==> src/rtl/axi_tx_fifo_channel.sv <==
// rtl/axi_tx_fifo_channel.sv - transmit valid/ready channel with elastic buffer, flush and stall counter
// Head entry is held stable on VALID/xDATA until READY; all status is decoded from registered state.
module axi_tx_fifo_channel #(
  parameter int WIDTH     = 8,
  parameter int DEPTH     = 4,
  parameter int AFULL_LVL = 3,
  parameter int STALL_W   = 8
) (
  input  logic                       ACLK,
  input  logic                       ARESET,
  input  logic                       tx_en,
  input  logic [WIDTH-1:0]           tx_data,
  output logic                       tx_hold,
  output logic                       VALID,
  input  logic                       READY,
  output logic [WIDTH-1:0]           xDATA,
  input  logic                       flush,
  output logic [$clog2(DEPTH+1)-1:0] count,
  output logic                       afull,
  output logic                       empty,
  output logic [STALL_W-1:0]         stall_cnt
);

  localparam int PTR_W = $clog2(DEPTH);
  localparam int CNT_W = $clog2(DEPTH + 1);
  localparam logic [CNT_W-1:0] CNT_FULL  = CNT_W'(DEPTH);
  localparam logic [CNT_W-1:0] CNT_AFULL = CNT_W'(AFULL_LVL);
  localparam logic [CNT_W-1:0] CNT_ONE   = CNT_W'(1);
  localparam logic [PTR_W-1:0] PTR_ONE   = PTR_W'(1);

  logic [WIDTH-1:0] mem [DEPTH];
  logic [PTR_W-1:0] rd_ptr;
  logic [PTR_W-1:0] wr_ptr;
  logic [PTR_W-1:0] rd_ptr_nxt;
  logic             push;
  logic             pop;
  logic             hold_head;

  assign tx_hold   = (count == CNT_FULL);
  assign VALID     = (count != '0);
  assign empty     = (count == '0);
  assign afull     = (count >= CNT_AFULL);
  assign xDATA     = VALID ? mem[rd_ptr] : '0;

  // An offer in a flush cycle is dropped along with the queue.
  assign push      = tx_en & ~tx_hold & ~flush;
  assign pop       = VALID & READY;
  assign hold_head = VALID & ~READY;
  assign rd_ptr_nxt = pop ? rd_ptr + PTR_ONE : rd_ptr;

  always_ff @(posedge ACLK) begin
    if (ARESET) begin
      rd_ptr <= '0;
      wr_ptr <= '0;
      count  <= '0;
    end else if (flush) begin
      rd_ptr <= rd_ptr_nxt;
      // A head already offered on the bus must stay until accepted.
      if (hold_head) begin
        wr_ptr <= rd_ptr + PTR_ONE;
        count  <= CNT_ONE;
      end else begin
        wr_ptr <= rd_ptr_nxt;
        count  <= '0;
      end
    end else begin
      rd_ptr <= rd_ptr_nxt;
      if (push) begin
        wr_ptr <= wr_ptr + PTR_ONE;
      end
      if (push && !pop) begin
        count <= count + CNT_ONE;
      end else if (pop && !push) begin
        count <= count - CNT_ONE;
      end
    end
  end

  always_ff @(posedge ACLK) begin
    if (!ARESET && push) begin
      mem[wr_ptr] <= tx_data;
    end
  end

  always_ff @(posedge ACLK) begin
    if (ARESET) begin
      stall_cnt <= '0;
    end else if (hold_head) begin
      if (stall_cnt != '1) begin
        stall_cnt <= stall_cnt + STALL_W'(1);
      end
    end else begin
      stall_cnt <= '0;
    end
  end

endmodule

==> config.mk <==
export PLATFORM = sky130hd
export DESIGN_NAME = axi_tx_fifo_channel
export DESIGN_NICKNAME = d
export VERILOG_FILES = /design/src/rtl/axi_tx_fifo_channel.sv
export SDC_FILE = /design/constraint.sdc
export NUM_CORES = 1
export LEC_CHECK = 0
export CORE_UTILIZATION = 60
export CTS_CLUSTER_DIAMETER = 30
export DETAILED_ROUTE_END_ITERATION = 16
export DONT_BUFFER_PORTS = 1
export PLACE_DENSITY = 0.73
export SYNTH_ARGS = -nofsm -noshare
export SYNTH_HDL_FRONTEND = slang
export SYNTH_SLANG_ARGS = --single-unit
==> constraint.sdc <==
create_clock -name ACLK -period 4.2 [get_ports ACLK]
set_clock_uncertainty 0.1 [all_clocks]
set_input_delay 0.84 -clock ACLK [delete_from_list [all_inputs] [get_ports ACLK]]
set_output_delay 0.84 -clock ACLK [all_outputs]
set_load 0.1 [all_outputs]
Word-level counts from Yosys, hierarchy flattened

Memory sizes are Yosys's and may differ from the RTL's. A register that Yosys moved wholly into a read port is not among the register bits.
Cells that the tools add are included.

Register bits after elaboration: 15
Bits in latches: 0
Bits in writable memories: 32
Bits in read-only memories: 0
Logic and storage cells: 44
Memories kept: 1

Memory list:

| name | words | width | read ports | clocked after Yosys merged registers in | write ports | RTL line | source |
|---|---|---|---|---|---|---|---|
| mem  | 4     | 8     | 1          | 1                                       | 1           | 31       | `logic [WIDTH-1:0] mem [DEPTH];` |

Add/sub/neg operators: 5
Multipliers: 0
Divide/modulo/power cells: 0
$lt $le $gt $ge: 1
Equality and inequality tests: 2
Shift operators: 0
Mux-type cells: 12
Bitwise gates (word level): 8
Reductions and logical operators: 11

Operators by type and width:

| cell                                                                   | count |
|---|---|
| 2-bit two-way mux                                                      | 5 |
| 3-bit two-way mux                                                      | 3 |
| 8-bit by 1-bit adder with 8-bit output (second input constant)         | 1 |
| 8-bit two-way mux                                                      | 1 |
| 8-bit != test (second input constant)                                  | 1 |
| 3-bit nonzero test                                                     | 2 |
| 2-bit by 1-bit adder with 2-bit output (second input constant)         | 2 |
| 1-bit AND                                                              | 4 |
| 1-bit inverter                                                         | 4 |
| 3-bit by 1-bit adder with 3-bit output (second input constant)         | 1 |
| 3-bit equality test (second input constant)                            | 1 |
| 3-bit by 2-bit >= comparator with 1-bit output (second input constant) | 1 |
| 1-bit logical AND                                                      | 3 |
| 1-bit zero test                                                        | 3 |
| 3-bit zero test                                                        | 1 |
| 1-bit two-way mux                                                      | 3 |
| 3-bit by 1-bit subtractor with 3-bit output (second input constant)    | 1 |
| 2-bit nonzero test                                                     | 1 |
| 2-bit OR reduction                                                     | 1 |

Longest topological paths before layout

Gate-level depths: netlist of the first run.

Depth after elaboration: 9
Gate-level depth with buffers: 7
Gate-level depth less buffers: 7

Worst setup path after synthesis of the first run

OpenSTA, ideal clock, no wires.

Kind: reg2out
Start point: register count[0]
End point: output xDATA[0]
Data arrival time: 3.187 ns
Setup slack: 0.073 ns
Cell stages (with the launch flop): 4
Cell sequence: dfxtp_1 or3_4 clkbuf_1 and2_1

Longest elaborated chain between the ends: 2

RTL lines:

| item                   | RTL line | source |
|---|---|---|
| from (decl)            | 18       | `output logic [$clog2(DEPTH+1)-1:0] count,` |
| from (signal assigned) | 72       | `count <= count + CNT_ONE;` |
| from (signal assigned) | 74       | `count <= count - CNT_ONE;` |
| 3-bit nonzero test     | 40       | `assign VALID = (count != '0);` |
| named net VALID        | 14       | `output logic VALID,` |
| 8-bit two-way mux      | 43       | `assign xDATA = VALID ? mem[rd_ptr] : '0;` |
| to (decl)              | 16       | `output logic [WIDTH-1:0] xDATA,` |

The timed path passes the listed nets, and every way through them passes these cells.

Worst setup path after layout of the first run

Start point: register count[1]
End point: output empty

Longest elaborated chain between the ends: 1

RTL lines:

| item            | RTL line | source |
|---|---|---|
| 3-bit zero test | 41       | `assign empty = (count == '0);` |
| to (decl)       | 20       | `output logic empty,` |

No other way between the ends.

==> reports/summary.txt, run 1 <==
Worst Hold Class: flip-flop to flip-flop
Actual slew at the worst max-slew pin: 1180 ps
CTS tree: done
Worst path bufs/invs: 2
Vias in the first global route: 1396
Htree depth: 2
Final period util: 76.0%
Io pins: 36
Critical path class: flip-flop to output port
GRT busiest layer: met2
Worst skew pair latency: 290 ps
Crit Path Max Fanout: 15
Total power: 1.07 mW
Die ar.: 4050 µm²
Async SR Flop Fraction: 0%
Net load switching power: 0.325 mW
Nets@finish: 203
Antenna Nets Post-Route: 0
Worst vdd ir: 0.000241 V
Net Sw Frac: 30.5%
Post-synthesis cell area: 2280 µm²
Pin count of the biggest net entering global routing: 19
Startpoint Class: flip-flop
Status: completed
Top FF cell, synth: edfxtp_1
Reg power frac: 49.4%
CTS Buf Count: 5
CTS Buffer Depth: 2
Met1 usage in global routing: 27.5%
Hold_buf cts: 0
Vias post-DR: 1473
Clock sinks: 47
Final Slew Violations: 0
Initial antenna violation count: 0
WL per Instance: 18.0 µm
Worst-path clk slew: 80 ps
Global-route met3 utilization: 7.07%
CP delay by family, top: buffers and inverters
Residual DRC count: 0
Post-synthesis sequential area ratio: 55.3%
Final setup vio count: 0
Most frequent cells in the layout: 32 x edfxtp_1, 15 x dfxtp_1, 11 x buf_4
Hpwl dp: 2880 µm
Setup TNS: 0 ps
Slowest cell on crit path: clkinv_1
Crit-path max cell delay: 790 ps
FILL cells: 254
Critical path endpoint category: output port
Slew HR: 21.4%
GP Congestion: 0.788
DR iter-0 viols: 115
Req. time, crit path: 3260 ps
First-pass GRT wire length: 6750 µm
Footprint of the multi-input gates: 922 µm²
Met2 Track Usage GR: 37.5%
Post-CTS Setup Inserts: 0
Layout cells sized above 1: 17.8%
Pleak: 0.860 nW
Initial Util: 62.3%
Die height: 63.7 µm
Post-DR vias/cell: 6.32
Die Wd: 63.7 µm
Gr usage total: 22.3%
Antenna diodes: 0
Worst-path cell chain: buf_4, or3_4, clkinv_1
Combinational share of power: 20.8%
# rows: 22
FF-to-FF setup slack: 1440 ps
RSZ-0062 raised after global routing: false
Worst EP arrival: 2250 ps
Mapped Nets: 195
Detailed Route WL: 4200 µm
P&R area growth vs syn: 8.50%
CTS Root Cell: clkbuf_8
Drt first pass iters: 4
Syn. warnings: 0
Final Hold Fails: 0
PostCTS Resize Cnt: 0
Reg area: 1260 µm²
Most common cell after layout, fill and taps aside: edfxtp_1
Pwr per Cell Area: 431 nW/µm²
Congestion Overflow GR: 0
EDFF count, synth: 32
Max Cap Violations: 0
P_int: 0.741 mW
Synth Instances: 176
Placeable Area: 3660 µm²
F_max: 0.313 GHz
Synth cell types: 53
Final min period: 3190 ps
Final Util: 67.6%
#FFs+latches synth: 47
Clock power share: 29.8%
Syn_area_per_cell: 13.0 µm²
PortBufs: 0
stage by stage:
| step | setup WS [ps] | hold slack [ps] | instances | area (µm²) |
|---|---|---|---|---|
| floorplan | 72.7 | 415 | 176 | 2280 |
| global placement | 1350 | 420 | 225 | 2370 |
| detailed placement | 1320 | 444 | 225 | 2370 |
| CTS | 1000 | 455 | 233 | 2470 |
| global route | 894 | 481 | 233 | 2470 |
| finish | 1010 | 456 | 233 | 2470 |
power by group through the flow:
stage | clock, mW | combinational (mW) | sequential (mW)
final | 0.317 | 0.222 | 0.527
after global routing | 0.338 | 0.232 | 0.530
after global placement | 0 | 0.218 | 0.536
after detailed placement | 0 | 0.221 | 0.538
after floorplan | 0 | 0.190 | 0.543
after CTS | 0.317 | 0.222 | 0.527
cells by family (layout without fill, tap and decap cells):
kind of cell	Yosys count	in the layout	share of synthesized area [%]
compound gates	34	34	11.8
xor+xnor	3	3	1.15
fa+ha+maj	6	6	3.62
buf+inv	20	29	4.28
flops	47	47	55.3
mux	10	10	9.11
simple gates	56	56	14.7
sequential cells by signal, indices dropped and copies added (netlist names):
name	cells
count	3
mem	32
stall_cnt	8
wr_ptr	2
rd_ptr	2
metal layers:
metal,up-vias,part of all wire [%]
met2,39,52
met4,0,0.98
met1,734,41
li1,695,-
met5,-,0
met3,5,5.2
cell usage after synthesis, drive strengths merged, types with 6 or more instances:
cell,number,share of area (%)
nor2,6,0.99
mux4,8,8.2
inv,8,1.3
and2,8,2.2
dfxtp,15,13
edfxtp,32,42
nand3,7,1.5
nor3,7,1.5
and3,6,1.6
buf,7,1.9
final cells by class:
| type | instances | area share (%) |
|---|---|---|
| clock inverters | 1 | 1.21 |
| clock buffers | 7 | 3.08 |
| multi-input cells | 109 | 37.3 |
| well taps | 48 | 2.43 |
| flip-flops and latches | 47 | 51.0 |
| repair buffers | 11 | 3.34 |
| inverters | 10 | 1.72 |
final timing paths:
path / startpoint / cells after the start / to
setup / recovery: count[1]$_SDFFE_PP0P_ / 3 / empty
hold / removal: wr_ptr[1]$_SDFFE_PP0P_ / 2 / wr_ptr[1]$_SDFFE_PP0P_
setup reg to reg: count[1]$_SDFFE_PP0P_ / 5 / count[0]$_SDFFE_PP0P_
hold reg to reg: wr_ptr[1]$_SDFFE_PP0P_ / 2 / wr_ptr[1]$_SDFFE_PP0P_
worst min-delay path, cell delays in order (launching register included):
cell and delay [ps]:
dfxtp_1 350, o21ai_2 70, a311oi_2 90
(Power assumes the default switching activity.)
==> inputs of run 2 (changes only) <==
--- a/config.mk
+++ b/config.mk
@@ -5,11 +5,11 @@
 export SDC_FILE = /design/constraint.sdc
 export NUM_CORES = 1
 export LEC_CHECK = 0
-export CORE_UTILIZATION = 60
+export CORE_UTILIZATION = 56
 export CTS_CLUSTER_DIAMETER = 30
 export DETAILED_ROUTE_END_ITERATION = 16
 export DONT_BUFFER_PORTS = 1
-export PLACE_DENSITY = 0.73
+export PLACE_DENSITY = 0.71
 export SYNTH_ARGS = -nofsm -noshare
 export SYNTH_HDL_FRONTEND = slang
 export SYNTH_SLANG_ARGS = --single-unit
==> constraint.sdc (replaced) <==
create_clock -name ACLK -period 2.9 [get_ports ACLK]
set_clock_uncertainty 0.1 [all_clocks]
set_input_delay 0.58 -clock ACLK [delete_from_list [all_inputs] [get_ports ACLK]]
set_output_delay 0.58 -clock ACLK [all_outputs]
set_load 0.1 [all_outputs]
==> run 2 against run 1 <==
  * Flip-flop and latch count stayed put
  * Non-clock buffer count is 11 higher
  * Final cell count is 4.7% higher
  * Cell area is 8.3% higher
  * Critical path depth stayed put
  * Via count is 2.6% higher
  * Global-route usage is 1.0 points higher
  * Clock power is 52% higher
  * Power is 52% higher
  * Worst setup slack worse by 690 ps
  * Critical path type unchanged
  * Largest power group unchanged
==> reports/summary.txt, run 2 (same netlist as run 1, synthesis figures left out) <==
F_max: 0.388 GHz
GP Congestion: 0.755 (-4.3%)
Worst hold slack: 227 ps (-229 ps)
Crit Path Max Fanout: 14 (-1)
RSZ-0062 raised after global routing: false
Most frequent cells in the layout: 32 x edfxtp_1, 14 x buf_4, 11 x dfxtp_1
Vias post-DR: 1511 (+2.6%)
Die Wd: 65.8 µm (+3.4%)
CTS Root Cell: clkbuf_8
Clock power share: 29.7% (about the same)
Vias in the first global route: 1530 (+9.6%)
Crit-path max cell delay: 610 ps (-180 ps)
Die height: 65.8 µm (+3.4%)
Worst skew pair latency: 300 ps (about the same)
Initial Util: 60.5% (-1.8 points)
Max Cap Violations: 0 (unchanged)
Gr usage total: 23.3% (+1.0 points)
Worst EP arrival: 1900 ps (-350 ps)
Final Slew Violations: 0 (unchanged)
DR iter-0 viols: 168 (+46%)
Layout cells sized above 1: 29.6% (+12 points)
Finished Layout Cells: 244 (+4.7%)
Status: completed
Combinational share of power: 23.4% (+2.6 points)
Post-DR vias/cell: 6.19 (-2.0%)
Place WS: 357 ps (-966 ps)
Final WS setup: 324 ps (-686 ps)
Net load switching power: 0.502 mW (+54%)
WL per Instance: 18.8 µm (+4.3%)
CP delay by family, top: multiplexers
Critical path endpoint category: output port
Initial antenna violation count: 0 (unchanged)
CTS tree: done
Reg power frac: 46.9% (-2.5 points)
Placeable Area: 3770 µm² (+3.0%)
Io pins: 36 (unchanged)
Max FFs per register: 32 (unchanged)
Largest Register: mem
Die ar.: 4330 µm² (+6.9%)
PortBufs: 0 (unchanged)
Residual DRC count: 0 (unchanged)
Req. time, crit path: 2220 ps (-1040 ps)
Detailed Route WL: 4590 µm (+9.2%)
Worst-path clk slew: 90 ps (about the same)
CTS Buf Count: 5 (unchanged)
P&R area growth vs syn: 17.6%
Drt first pass iters: 4 (unchanged)
Slew HR: 63.4% (+42 points)
Largest registers: mem (32), stall_cnt (8), count (3)
Antenna diodes: 0 (unchanged)
Final setup vio count: 0 (unchanged)
Clock sinks: 47 (unchanged)
Final Util: 71.1% (+3.5 points)
Pwr per Cell Area: 605 nW/µm² (+40%)
Worst path bufs/invs: 1 (-1)
P_int: 1.12 mW (+51%)
Post-Place Cells: 236 (+4.9%)
Antenna Nets Post-Route: 0 (unchanged)
Final period util: 88.8%
CTS Buffer Depth: 2 (unchanged)
Final min period: 2580 ps
Worst Hold Class: primary input to flip-flop
Most common cell after layout, fill and taps aside: edfxtp_1
Htree depth: 2 (unchanged)
Worst-path cell chain: mux4_1, and2_2, buf_12
Congestion Overflow GR: 0 (unchanged)
Startpoint Class: flip-flop
Setup TNS: 0 ps (unchanged)
Net Sw Frac: 31.0% (+0.46 points)
Actual slew at the worst max-slew pin: 549 ps (-629 ps)
Worst vdd ir: 0.000389 V (+61%)
# rows: 22 (unchanged)
Hold_buf cts: 0 (unchanged)
Pin count of the biggest net entering global routing: 19 (unchanged)
Pleak: 0.954 nW (+11%)
Nets@finish: 214 (+5.4%)
First-pass GRT wire length: 7300 µm (+8.2%)
Slowest cell on crit path: mux4_1
Final Hold Fails: 0 (unchanged)
Hpwl dp: 3130 µm (+8.6%)
Critical path class: flip-flop to output port
==> run 2: cell types whose count changed in the layout (fill, tap and decap cells not counted), moves of 2 or more <==
cell,previous run,this run
and2_1,8,0
and2_2,0,8
buf_12,0,8
dfxtp_1,15,11
dfxtp_2,0,4
buf_4,11,14
clkbuf_1,2,0
==> run 2: final cells by class <==
| class | count | area [µm²] |
|---|---|---|
| clock inverters | 3 | 46.3 |
| well taps | 48 | 60.1 |
| flip-flops and latches | 47 | 1270 |
| multi-input cells | 109 | 932 |
| repair buffers | 22 | 265 |
| fillers | 258 | 1090 |
| inverters | 10 | 42.5 |
| clock buffers | 5 | 68.8 |
==> run 2: worst paths after layout <==
| path | end | startpoint | depth (start not counted) | slack, ps |
|---|---|---|---|---|
| max | xDATA[0] | rd_ptr[0]$_SDFF_PP0_ | 3 | 320 |
| min | count[0]$_SDFFE_PP0P_ | ARESET | 1 | 230 |
| max reg2reg | count[1]$_SDFFE_PP0P_ | count[0]$_SDFFE_PP0P_ | 7 | 330 |
| min reg2reg | stall_cnt[1]$_SDFFE_PP0P_ | stall_cnt[1]$_SDFFE_PP0P_ | 2 | 420 |
==> run 2: through the flow <==
stage                     instance area, µm²  total power [mW]
after global placement                  2560              1.15
final                                   2680              1.62
after floorplan                         2300              1.07
after global routing                    2680              1.68
after CTS                               2680              1.63
after detailed placement                2560              1.16
==> run 2: layer usage <==
metal	part of all wire, %	up-vias	global-route usage (%)
li1	-	718	-
met1	41	744	28.1
met2	52	42	40.1
met3	5.2	7	6.21
met4	1.3	0	7.88
met5	0	-	0
==> run 2: power by group through the flow <==
stage / registers (mW) / logic (mW) / clock network (mW)
6_report: 0.760 / 0.380 / 0.481
5_1_grt: 0.764 / 0.397 / 0.515
4_1_cts: 0.760 / 0.382 / 0.486
3_5_place_dp: 0.775 / 0.382 / 0
3_3_place_gp: 0.773 / 0.373 / 0
2_1_floorplan: 0.788 / 0.278 / 0
==> run 2: what timing repair did <==
action                     CTS  global route
setup endpoints to repair    0             2
setup buffers                0             0
resized for setup            0             1
